`config.mk`:
```
export PLATFORM = sky130hd
export DESIGN_NAME = sync_down_counter_flat
export DESIGN_NICKNAME = d
export VERILOG_FILES = /design/src/rtl/sync_down_counter_if.sv /design/src/rtl/sync_down_counter.sv /design/src/flat_wrapper.sv
export SDC_FILE = /design/constraint.sdc
export NUM_CORES = 1
export LEC_CHECK = 0
export BUFFER_PORTS_ARGS = -buffer_cell sky130_fd_sc_hd__buf_2
export CAP_MARGIN = 10
export CELL_PAD_IN_SITES_DETAIL_PLACEMENT = 1
export CELL_PAD_IN_SITES_GLOBAL_PLACEMENT = 1
export CORE_MARGIN = 2
export CORE_UTILIZATION = 38
export CTS_CLUSTER_SIZE = 24
export DETAILED_ROUTE_END_ITERATION = 8
export PLACE_DENSITY_LB_ADDON = 0.1
export SYNTH_ARGS = -nofsm -noshare
export SYNTH_HDL_FRONTEND = slang
export SYNTH_SLANG_ARGS = --single-unit
```
`constraint.sdc`:
```
create_clock -name clk -period 3.7 [get_ports clk]
set_clock_uncertainty 0.15 [all_clocks]
set_input_delay 0.555 -clock clk [delete_from_list [all_inputs] [get_ports clk]]
set_output_delay 0.555 -clock clk [all_outputs]
set_load 0.05 [all_outputs]
```
`src/rtl/sync_down_counter_if.sv`:
```
// Control/status bundle for sync_down_counter.
// master drives the load/count controls; slave is the counter itself.
interface sync_down_counter_if #(
    parameter int WIDTH = 4
);
    logic             load;
    logic [WIDTH-1:0] load_val;
    logic             en;
    logic             auto_reload;
    logic             halt;
    logic [WIDTH-1:0] cnt;
    logic             tc;
    logic             busy;
    logic             done;

    modport master (
        output load, load_val, en, auto_reload, halt,
        input  cnt, tc, busy, done
    );

    modport slave (
        input  load, load_val, en, auto_reload, halt,
        output cnt, tc, busy, done
    );
endinterface

```
`src/rtl/sync_down_counter.sv`:
```
// Loadable T-style synchronous down counter with terminal-count pulse.
// Define DOWN_CNT_CASCADE_EN to add borrow_in/borrow_out chaining ports.
module sync_down_counter #(
    parameter int WIDTH = 4
) (
    input  logic                clk,
    input  logic                rst_n,
`ifdef DOWN_CNT_CASCADE_EN
    input  logic                borrow_in,
    output logic                borrow_out,
`endif
    sync_down_counter_if.slave  bus
);
    typedef enum logic [1:0] {
        IDLE = 2'd0,
        RUN  = 2'd1,
        DONE = 2'd2
    } state_t;

    state_t           state_q, state_d;
    logic [WIDTH-1:0] cnt_q, cnt_d;
    logic [WIDTH-1:0] period_q, period_d;
    logic             tc_q, tc_d;
    logic [WIDTH-1:0] tog;
    logic             borrow_w;
    logic             eff_en;
    logic             at_zero;

`ifdef DOWN_CNT_CASCADE_EN
    assign borrow_w   = borrow_in;
    assign borrow_out = (state_q == RUN) & bus.en & borrow_in & at_zero;
`else
    assign borrow_w = 1'b1;
`endif

    assign eff_en  = bus.en & borrow_w;
    assign at_zero = (cnt_q == '0);

    // bit i toggles when every lower bit is already 0
    always_comb begin
        tog    = '0;
        tog[0] = 1'b1;
        for (int i = 1; i < WIDTH; i++) begin
            tog[i] = tog[i-1] & ~cnt_q[i-1];
        end
    end

    always_comb begin
        state_d  = state_q;
        cnt_d    = cnt_q;
        period_d = period_q;
        tc_d     = 1'b0;
        if (bus.load) begin
            cnt_d    = bus.load_val;
            period_d = bus.load_val;
            state_d  = RUN;
        end else if (state_q == RUN) begin
            if (bus.halt) begin
                state_d = IDLE;
            end else if (eff_en) begin
                if (at_zero) begin
                    tc_d = 1'b1;
                    if (bus.auto_reload) begin
                        cnt_d = period_q;
                    end else begin
                        state_d = DONE;
                    end
                end else begin
                    cnt_d = cnt_q ^ tog;
                end
            end
        end
    end

    always_ff @(posedge clk) begin
        if (!rst_n) begin
            state_q  <= IDLE;
            cnt_q    <= '0;
            period_q <= '0;
            tc_q     <= 1'b0;
        end else begin
            state_q  <= state_d;
            cnt_q    <= cnt_d;
            period_q <= period_d;
            tc_q     <= tc_d;
        end
    end

    assign bus.cnt  = cnt_q;
    assign bus.tc   = tc_q;
    assign bus.busy = (state_q == RUN);
    assign bus.done = (state_q == DONE);
endmodule

```
`src/flat_wrapper.sv`:
```
// flat-port wrapper written by rule: the top's interface ports become plain ports
module sync_down_counter_flat 
#(
    parameter int WIDTH = 4
)
  (clk, rst_n, bus_load, bus_load_val, bus_en, bus_auto_reload, bus_halt, bus_cnt, bus_tc, bus_busy, bus_done);
  sync_down_counter_if #(.WIDTH(WIDTH)) bus_i ();
  input  logic clk;
  input  logic rst_n;
  input wire logic [$bits(bus_i.load)-1:0] bus_load;
  input wire logic [$bits(bus_i.load_val)-1:0] bus_load_val;
  input wire logic [$bits(bus_i.en)-1:0] bus_en;
  input wire logic [$bits(bus_i.auto_reload)-1:0] bus_auto_reload;
  input wire logic [$bits(bus_i.halt)-1:0] bus_halt;
  output wire logic [$bits(bus_i.cnt)-1:0] bus_cnt;
  output wire logic [$bits(bus_i.tc)-1:0] bus_tc;
  output wire logic [$bits(bus_i.busy)-1:0] bus_busy;
  output wire logic [$bits(bus_i.done)-1:0] bus_done;
  assign bus_i.load = bus_load;
  assign bus_i.load_val = bus_load_val;
  assign bus_i.en = bus_en;
  assign bus_i.auto_reload = bus_auto_reload;
  assign bus_i.halt = bus_halt;
  assign bus_cnt = bus_i.cnt;
  assign bus_tc = bus_i.tc;
  assign bus_busy = bus_i.busy;
  assign bus_done = bus_i.done;
  sync_down_counter #(.WIDTH(WIDTH)) u_core (.clk(clk), .rst_n(rst_n), .bus(bus_i));
endmodule
```
==> run_results.csv, run 1 <==
group,metric,value,unit
place,io_buffer_count,16,
place,placed_area,679,sq um
run,drv_cap,0,
synth,seq_area_frac_synth,0.374,
synth,yosys.area.top_type,"dfxtp_1",
power_and_ir_drop,p_seq_frac,0.479,
timing,fmax,567,MHz
die,core,0.00147,sq mm
setup_path,cp_cell_sequence,"and2b_1, buf_2",
min_path,hold_path_depth,2,
clocking,numCtsBuffers,3,
timing,timing.final.crit_period,1.76,ns
finish,final_cell_mix,"buf_2, dfxtp_1",
synth,synth_cells,67,
timing,worst_pin_slew,0.472,ns
clocking,clock-sinks,11,
clocking,root_buffer,"clkbuf_4",
timing,finalSetupViolCount,0,
clocking,clock_latency,0.27,ns
timing,relSlewSlack,0.677,
die,dieArea,0.00188,sq mm
synth,synthAdderAreaFrac,0.0426,
finish,nets,98,
setup_path,crit_path_start_kind,"flip-flop",
route,drt_pass1_iterations,4,
finish,fin_cells,101,
synth,synthXorXnorAreaFrac,0,
die,die_w,43.3,um
synth,synth_ff_type,"dfxtp_1",
finish,final_common_cell,"buf_2",
timing,fin_crit_sh,0.476,
synth,syn_avg_cell_area,8.78,sq um
die,num_rows,14,
finish,drive_gt1_frac,0.259,
synth,synth_top_family_by_area,"simple AND/OR/NAND/NOR gates",
setup_path,r2r_setup_slack,1.95,ns
place,gp_congestion,0.765,
route,post_drt_wl_per_cell,13.5,um
power_and_ir_drop,p_sw,0.0000853,W
global_routing,grt_overflow,0,
timing,drv_slew,0,
power_and_ir_drop,power.density,387,mW/mm^2
synth,synth_compound_area_frac,0.189,
global_routing,antenna_found_initial,0,
setup_path,crit_required,2.99,ns
route,vias,564,
power_and_ir_drop,pwr-share-comb,0.212,
setup_path,crit_path_end_kind,"primary output",
clocking,cts_tree,"done",
timing,hold_viol_final,0,
min_path,hold_end,"u_core.period_q[1]",
setup_path,slowest_stage,"dfxtp_1",
route,routed_wl,1360,um
setup_path,cp_data_arrival_time,1.06,ns
die,start_util,0.400,
setup_path,critPathTopFamily,"flip-flops",
setup_path,cp_max_fo,6,
clocking,cts_max_level,1,
global_routing,grt_pass1_wl,2440,um
power_and_ir_drop,p_sw_frac,0.312,
clocking,hold_buffers,0,
synth,synth-edff-count,0,
power_and_ir_drop,p_leak,0.310,nW
route,viasPerCell,5.58,
global_routing,grt_pass1_vias,534,
place,dp.cells,97,
global_routing,grt_max_degree,11,
synth,synth_warnings,0,
clocking,cts_setup_buffers,0,
place,pre_cts_slack,1.90,ns
timing,holdWs,0.363,ns
clocking,clockBufferDepth,2,
die,die_h,43.3,um
power_and_ir_drop,internal_power,0.000188,W
finish,antenna_cells,0,
clocking,path_clk_slew,0.07,ns
synth,yosysUniqueCellTypes,30,
min_path,hold_class,"flip-flop to flip-flop",
run_status,status,"finished, final reports clean",
route,drc,0,
die,io_pins,17,
setup_path,cp.buffers_inverters,1,
clocking,cts_resized,0,
synth,synth.top_cell.area_share,0.374,
timing,finalSetupTns,0,ns
timing,rsz0062_at_grt,"no",
power_and_ir_drop,ir_drop,210,uV
synth,ys_async_sr_fraction,0,
timing,setup_slack,1.94,ns
setup_path,reg2reg_to,"u_core.bus.cnt[3]",
synth,synthMuxAreaShare,0.0511,
global_routing,grt_use_total,0.175,
power_and_ir_drop,clockPowerShare,0.309,
setup_path,rr_startpoint,"u_core.bus.cnt[0]",
synth,ys_seq_elements,11,
synth,synth_fp_nets,79,
synth,yosys.area_share.simple,0.296,
finish,fin_area,706,sq um
synth,synthTopCellsByArea,"dfxtp_1, nor2b_1, mux2i_1, a21oi_1, ha_1",
place,hpwlAfterDp,1030,um
finish,area_growth,20.0,%
setup_path,crit_type,"flip-flop to primary output",
synth,synth.cell_area,588,sq um
finish,n_fill_cell,197,
route,drt_iter0_drc,9,
setup_path,slowest_delay,0.34,ns
route,drtAntennaViolNets,0,
min_path,hp-start,"u_core.period_q[1]",
setup_path,reg2reg_depth,6,
==> state kept, by name (all words and copies together) (netlist names) <==
signal           flops
u_core.bus.cnt       4
u_core.bus.tc        1
u_core.period_q      4
u_core.state_q       2
==> worst max path at each step <==
stage	from	endpoint	slack, ns	cells past startpoint
finish	u_core.state_q[1]	bus_busy	1.94	2
global route	u_core.bus.cnt[0]	u_core.bus.cnt[1]	1.83	6
CTS	u_core.state_q[1]	bus_busy	1.93	2
detailed placement	bus_halt	u_core.bus.cnt[3]	1.90	5
global placement	bus_halt	u_core.bus.cnt[3]	1.92	5
floorplan	u_core.bus.cnt[0]	u_core.bus.cnt[3]	1.81	6
==> worst min-delay path: stages (launching register included) <==
cell and delay [ns]:
dfxtp_1 0.33, mux2i_1 0.06, nor2b_1 0.09
==> synthesized netlist by cell type, drive strengths merged, types with 2 or more instances <==
library cell,number
dfxtp,11
a21oi,5
inv,5
nor2,5
nor2b,5
o21ai,5
mux2i,3
nand2,3
a31oi,2
and3,2
buf,2
ha,2
==> logic make-up (layout without fill, tap and decap cells) <==
logic type / Yosys count / count (layout)
simple gates: 26 / 26
compound gates: 18 / 18
flops: 11 / 11
buf+inv: 7 / 25
mux: 3 / 3
fa+ha+maj: 2 / 2
==> metal layers <==
metal	global-route usage	vias up	wire [um]
met3	0.0292	7	71
met5	0	-	0
met1	0.228	260	665
met2	0.269	18	572
met4	0.109	0	51
li1	-	279	-
==> stage by stage <==
stage / total power, W / util
finish: 0.000273 / 0.480
global route: 0.000289 / 0.480
CTS: 0.000275 / 0.480
detailed placement: 0.000192 / 0.462
global placement: 0.000191 / 0.462
floorplan: 0.000175 / -
==> final cells by class <==
class / count / area, sq um / area share
inverters: 5 / 18.8 / 0.0266
clock buffers: 4 / 26.3 / 0.0372
flip-flops and latches: 11 / 220 / 0.312
repair buffers: 16 / 80.1 / 0.113
multi-input cells: 49 / 340 / 0.482
well taps: 16 / 20.0 / 0.0284
==> power by group through the flow <==
stage | clock (W) | sequential, W | combinational [W]
CTS | 0.0000852 | 0.000131 | 0.0000588
finish | 0.0000844 | 0.000131 | 0.0000579
global route | 0.0000915 | 0.000132 | 0.0000649
global placement | 0 | 0.000133 | 0.0000577
detailed placement | 0 | 0.000134 | 0.0000586
floorplan | 0 | 0.000143 | 0.0000320
Note: power is estimated with default switching activity, not from simulation.
==> run 2, diff against run 1 <==
Settings changed: ABC_AREA set to 1, CORE_UTILIZATION 38 to 32.
Clock period 3.7 ns to 1.53 ns, I/O delays scaled along.
==> run 2 against run 1 <==
Die area rose by 34%; hold slack got worse by 0.34 ns; via count rose by 17%; combinational power rose to 5.2 times the previous value; sequential cell count did not move; critical path depth fell by 1; non-clock buffer count rose by 4; cell count rose by 40%.
==> run_results.csv, run 2 <==
group,metric,value,unit
run_status,status,"finished, final reports clean",
global_routing,antenna_found_initial,0,
setup_path,crit_path_end_kind,"primary output",
setup_path,reg2reg_to,"u_core.bus.cnt[2]",
route,drtAntennaViolNets,0,
timing,finalSetupViolCount,0,
global_routing,grt_pass1_vias,692,
global_routing,grt_use_total,0.159,
global_routing,top_usage_layer,"met2",
synth,synthTopCellsByArea,"dfxtp_1, nand2_1, nand3_1, inv_1, nor2_1",
route,drt_pass1_iterations,2,
die,die_w,50.2,um
setup_path,crit_required,1.15,ns
timing,relSlewSlack,0.821,
setup_path,cp.buffers_inverters,1,
die,num_rows,16,
run,drv_cap,0,
synth,synth_common_cells,"nand2_1, nand3_1, dfxtp_1, inv_1, nor2_1",
finish,final_cell_mix,"nand2_1, buf_2, nand3_1",
setup_path,critPathTopFamily,"flip-flops",
setup_path,crit_path_start_kind,"flip-flop",
power_and_ir_drop,ir_drop,496,uV
setup_path,cp_cell_sequence,"buf_2",
clocking,root_buffer,"clkbuf_4",
power_and_ir_drop,p_leak,0.416,nW
setup_path,reg2reg_depth,8,
clocking,cts_tree,"done",
finish,area_growth,27.7,%
global_routing,grt_overflow,0,
place,pre_cts_slack,0.00664,ns
synth,synth-edff-count,0,
timing,drv_slew,0,
setup_path,cp_max_fo,4,
setup_path,rr_startpoint,"u_core.bus.cnt[0]",
timing,fin_crit_sh,0.947,
timing,hold_viol_final,0,
setup_path,r2r_setup_slack,0.09,ns
timing,fmax,690,MHz
synth,ys_seq_elements,11,
synth,synth.cell_area,682,sq um
synth,yosys.area.top_type,"dfxtp_1",
global_routing,grt.met1_usage,0.192,
power_and_ir_drop,power.density,966,mW/mm^2
global_routing,grt_max_degree,11,
route,drt_iter0_drc,5,
power_and_ir_drop,power.total,0.000841,W
min_path,hold_path_depth,2,
die,dieArea,0.00252,sq mm
setup_path,slowest_stage,"dfxtp_1",
place,io_buffer_count,16,
synth,synth_warnings,0,
timing,timing.final.crit_period,1.45,ns
place,gp_congestion,0.738,
route,vias,662,
synth,syn_avg_cell_area,7.41,sq um
finish,final_common_cell,"nand2_1",
route,viasPerCell,4.70,
clocking,numCtsBuffers,3,
min_path,hp-start,"bus_auto_reload",
route,drc,0,
synth,seq_area_frac_synth,0.323,
synth,ys_async_sr_fraction,0,
die,die_h,50.2,um
clocking,clock-sinks,11,
synth,synth_most_common_cell,"nand2_1",
finish,drive_gt1_frac,0.412,
clocking,cts_max_level,1,
route,routed_wl,1760,um
min_path,hold_end,"u_core.state_q[1]",
die,io_pins,17,
synth,synth_ff_type,"dfxtp_1",
clocking,hold_buffers,0,
synth,yosysUniqueCellTypes,24,
place,hpwlAfterDp,1360,um
global_routing,grt_pass1_wl,3050,um
clocking,path_clk_slew,0.08,ns
global_routing,use_met3,0.0536,
timing,setup_slack,0.0806,ns
setup_path,slowest_delay,0.47,ns
synth,synth.top_cell.area_share,0.323,
global_routing,use_met2,0.281,
clocking,clock_latency,0.28,ns
die,core,0.00198,sq mm
synth,synth_cells,92,
route,post_drt_wl_per_cell,12.5,um
setup_path,cp_data_arrival_time,1.07,ns
synth,synth_fp_nets,104,
finish,nets,127,
min_path,hold_class,"primary input to flip-flop",
finish,antenna_cells,0,
die,start_util,0.344,
clocking,clockBufferDepth,2,
setup_path,crit_type,"flip-flop to primary output",
timing,worst_pin_slew,0.268,ns
-- run 2: cell type report --
class / count / area [sq um]
Clock buffer: 3 / 22.5
Clock inverter: 1 / 5.00
Fill cell: 269 / 1110
Inverter: 13 / 53.8
Multi-Input combinational cell: 66 / 404
Sequential cell: 11 / 229
Tap cell: 27 / 33.8
Timing Repair Buffer: 20 / 123
-- run 2: metrics by stage --
step           hold slack (ns)  instance area (sq um)   util  TNS [ns]  std cells
2_1_floorplan            0.156                    693      -         0         92
3_3_place_gp             0.310                    800  0.403         0        134
3_5_place_dp             0.317                    800  0.403         0        134
4_1_cts                 0.0205                    837  0.422         0        138
5_1_grt                 0.0345                    871  0.439  -0.00976        141
6_report                0.0255                    871  0.439         0        141
-- run 2: worst max-delay path by stage --
stage,endpoint,slack (ns),startpoint,cells past startpoint
after floorplan,u_core.bus.cnt[3],0.02,u_core.bus.cnt[0],10
after global placement,u_core.bus.cnt[3],0.03,u_core.bus.cnt[0],10
after detailed placement,u_core.bus.cnt[3],0.007,u_core.bus.cnt[0],10
after CTS,u_core.bus.cnt[3],0.02,u_core.bus.cnt[0],10
after global routing,u_core.bus.cnt[3],-0.01,u_core.bus.cnt[0],10
final,bus_cnt[3],0.08,u_core.bus.cnt[3],1
-- run 2: cell families (layout without fill, tap and decap cells) --
| kind of cell | after synthesis | after routing | synth area share |
|---|---|---|---|
| AO/OA/AOI/OAI | 10 | 10 | 0.0881 |
| flip-flops | 11 | 11 | 0.323 |
| AND/OR/NAND/NOR | 54 | 54 | 0.433 |
| adder cells (fa/ha/maj) | 2 | 2 | 0.0367 |
| buffers and inverters | 15 | 37 | 0.119 |
-- run 2: layer usage --
metal  routed length (um)  vias to the layer above
met1                  791                      301
met5                    0                        -
li1                     -                      347
met2                  871                       12
met3                   80                        2
met4                   15                        0
-- run 2: power breakdown --
part           switching, W  total, W  internal (W)
registers         0.0000183  0.000325      0.000306
logic              0.000184  0.000303      0.000119
clock network      0.000116  0.000213     0.0000970
total              0.000319  0.000841      0.000522
-- run 2: what timing repair did --
item,4_1_cts,5_1_grt
pin swaps,0,4
endpoints found under the setup margin,1,2
gates cloned,0,0
resized for setup,1,7
buffers inserted,0,3
-- run 2: worst reg2reg max path: stages, from the launching register on --
cell	delay (ns)
dfxtp_4	0.36
inv_2	0.05
ha_4	0.17
ha_2	0.31
nand2_1	0.05
nand3_1	0.06
nand2_1	0.06
nor2_2	0.08
nor2_1	0.05
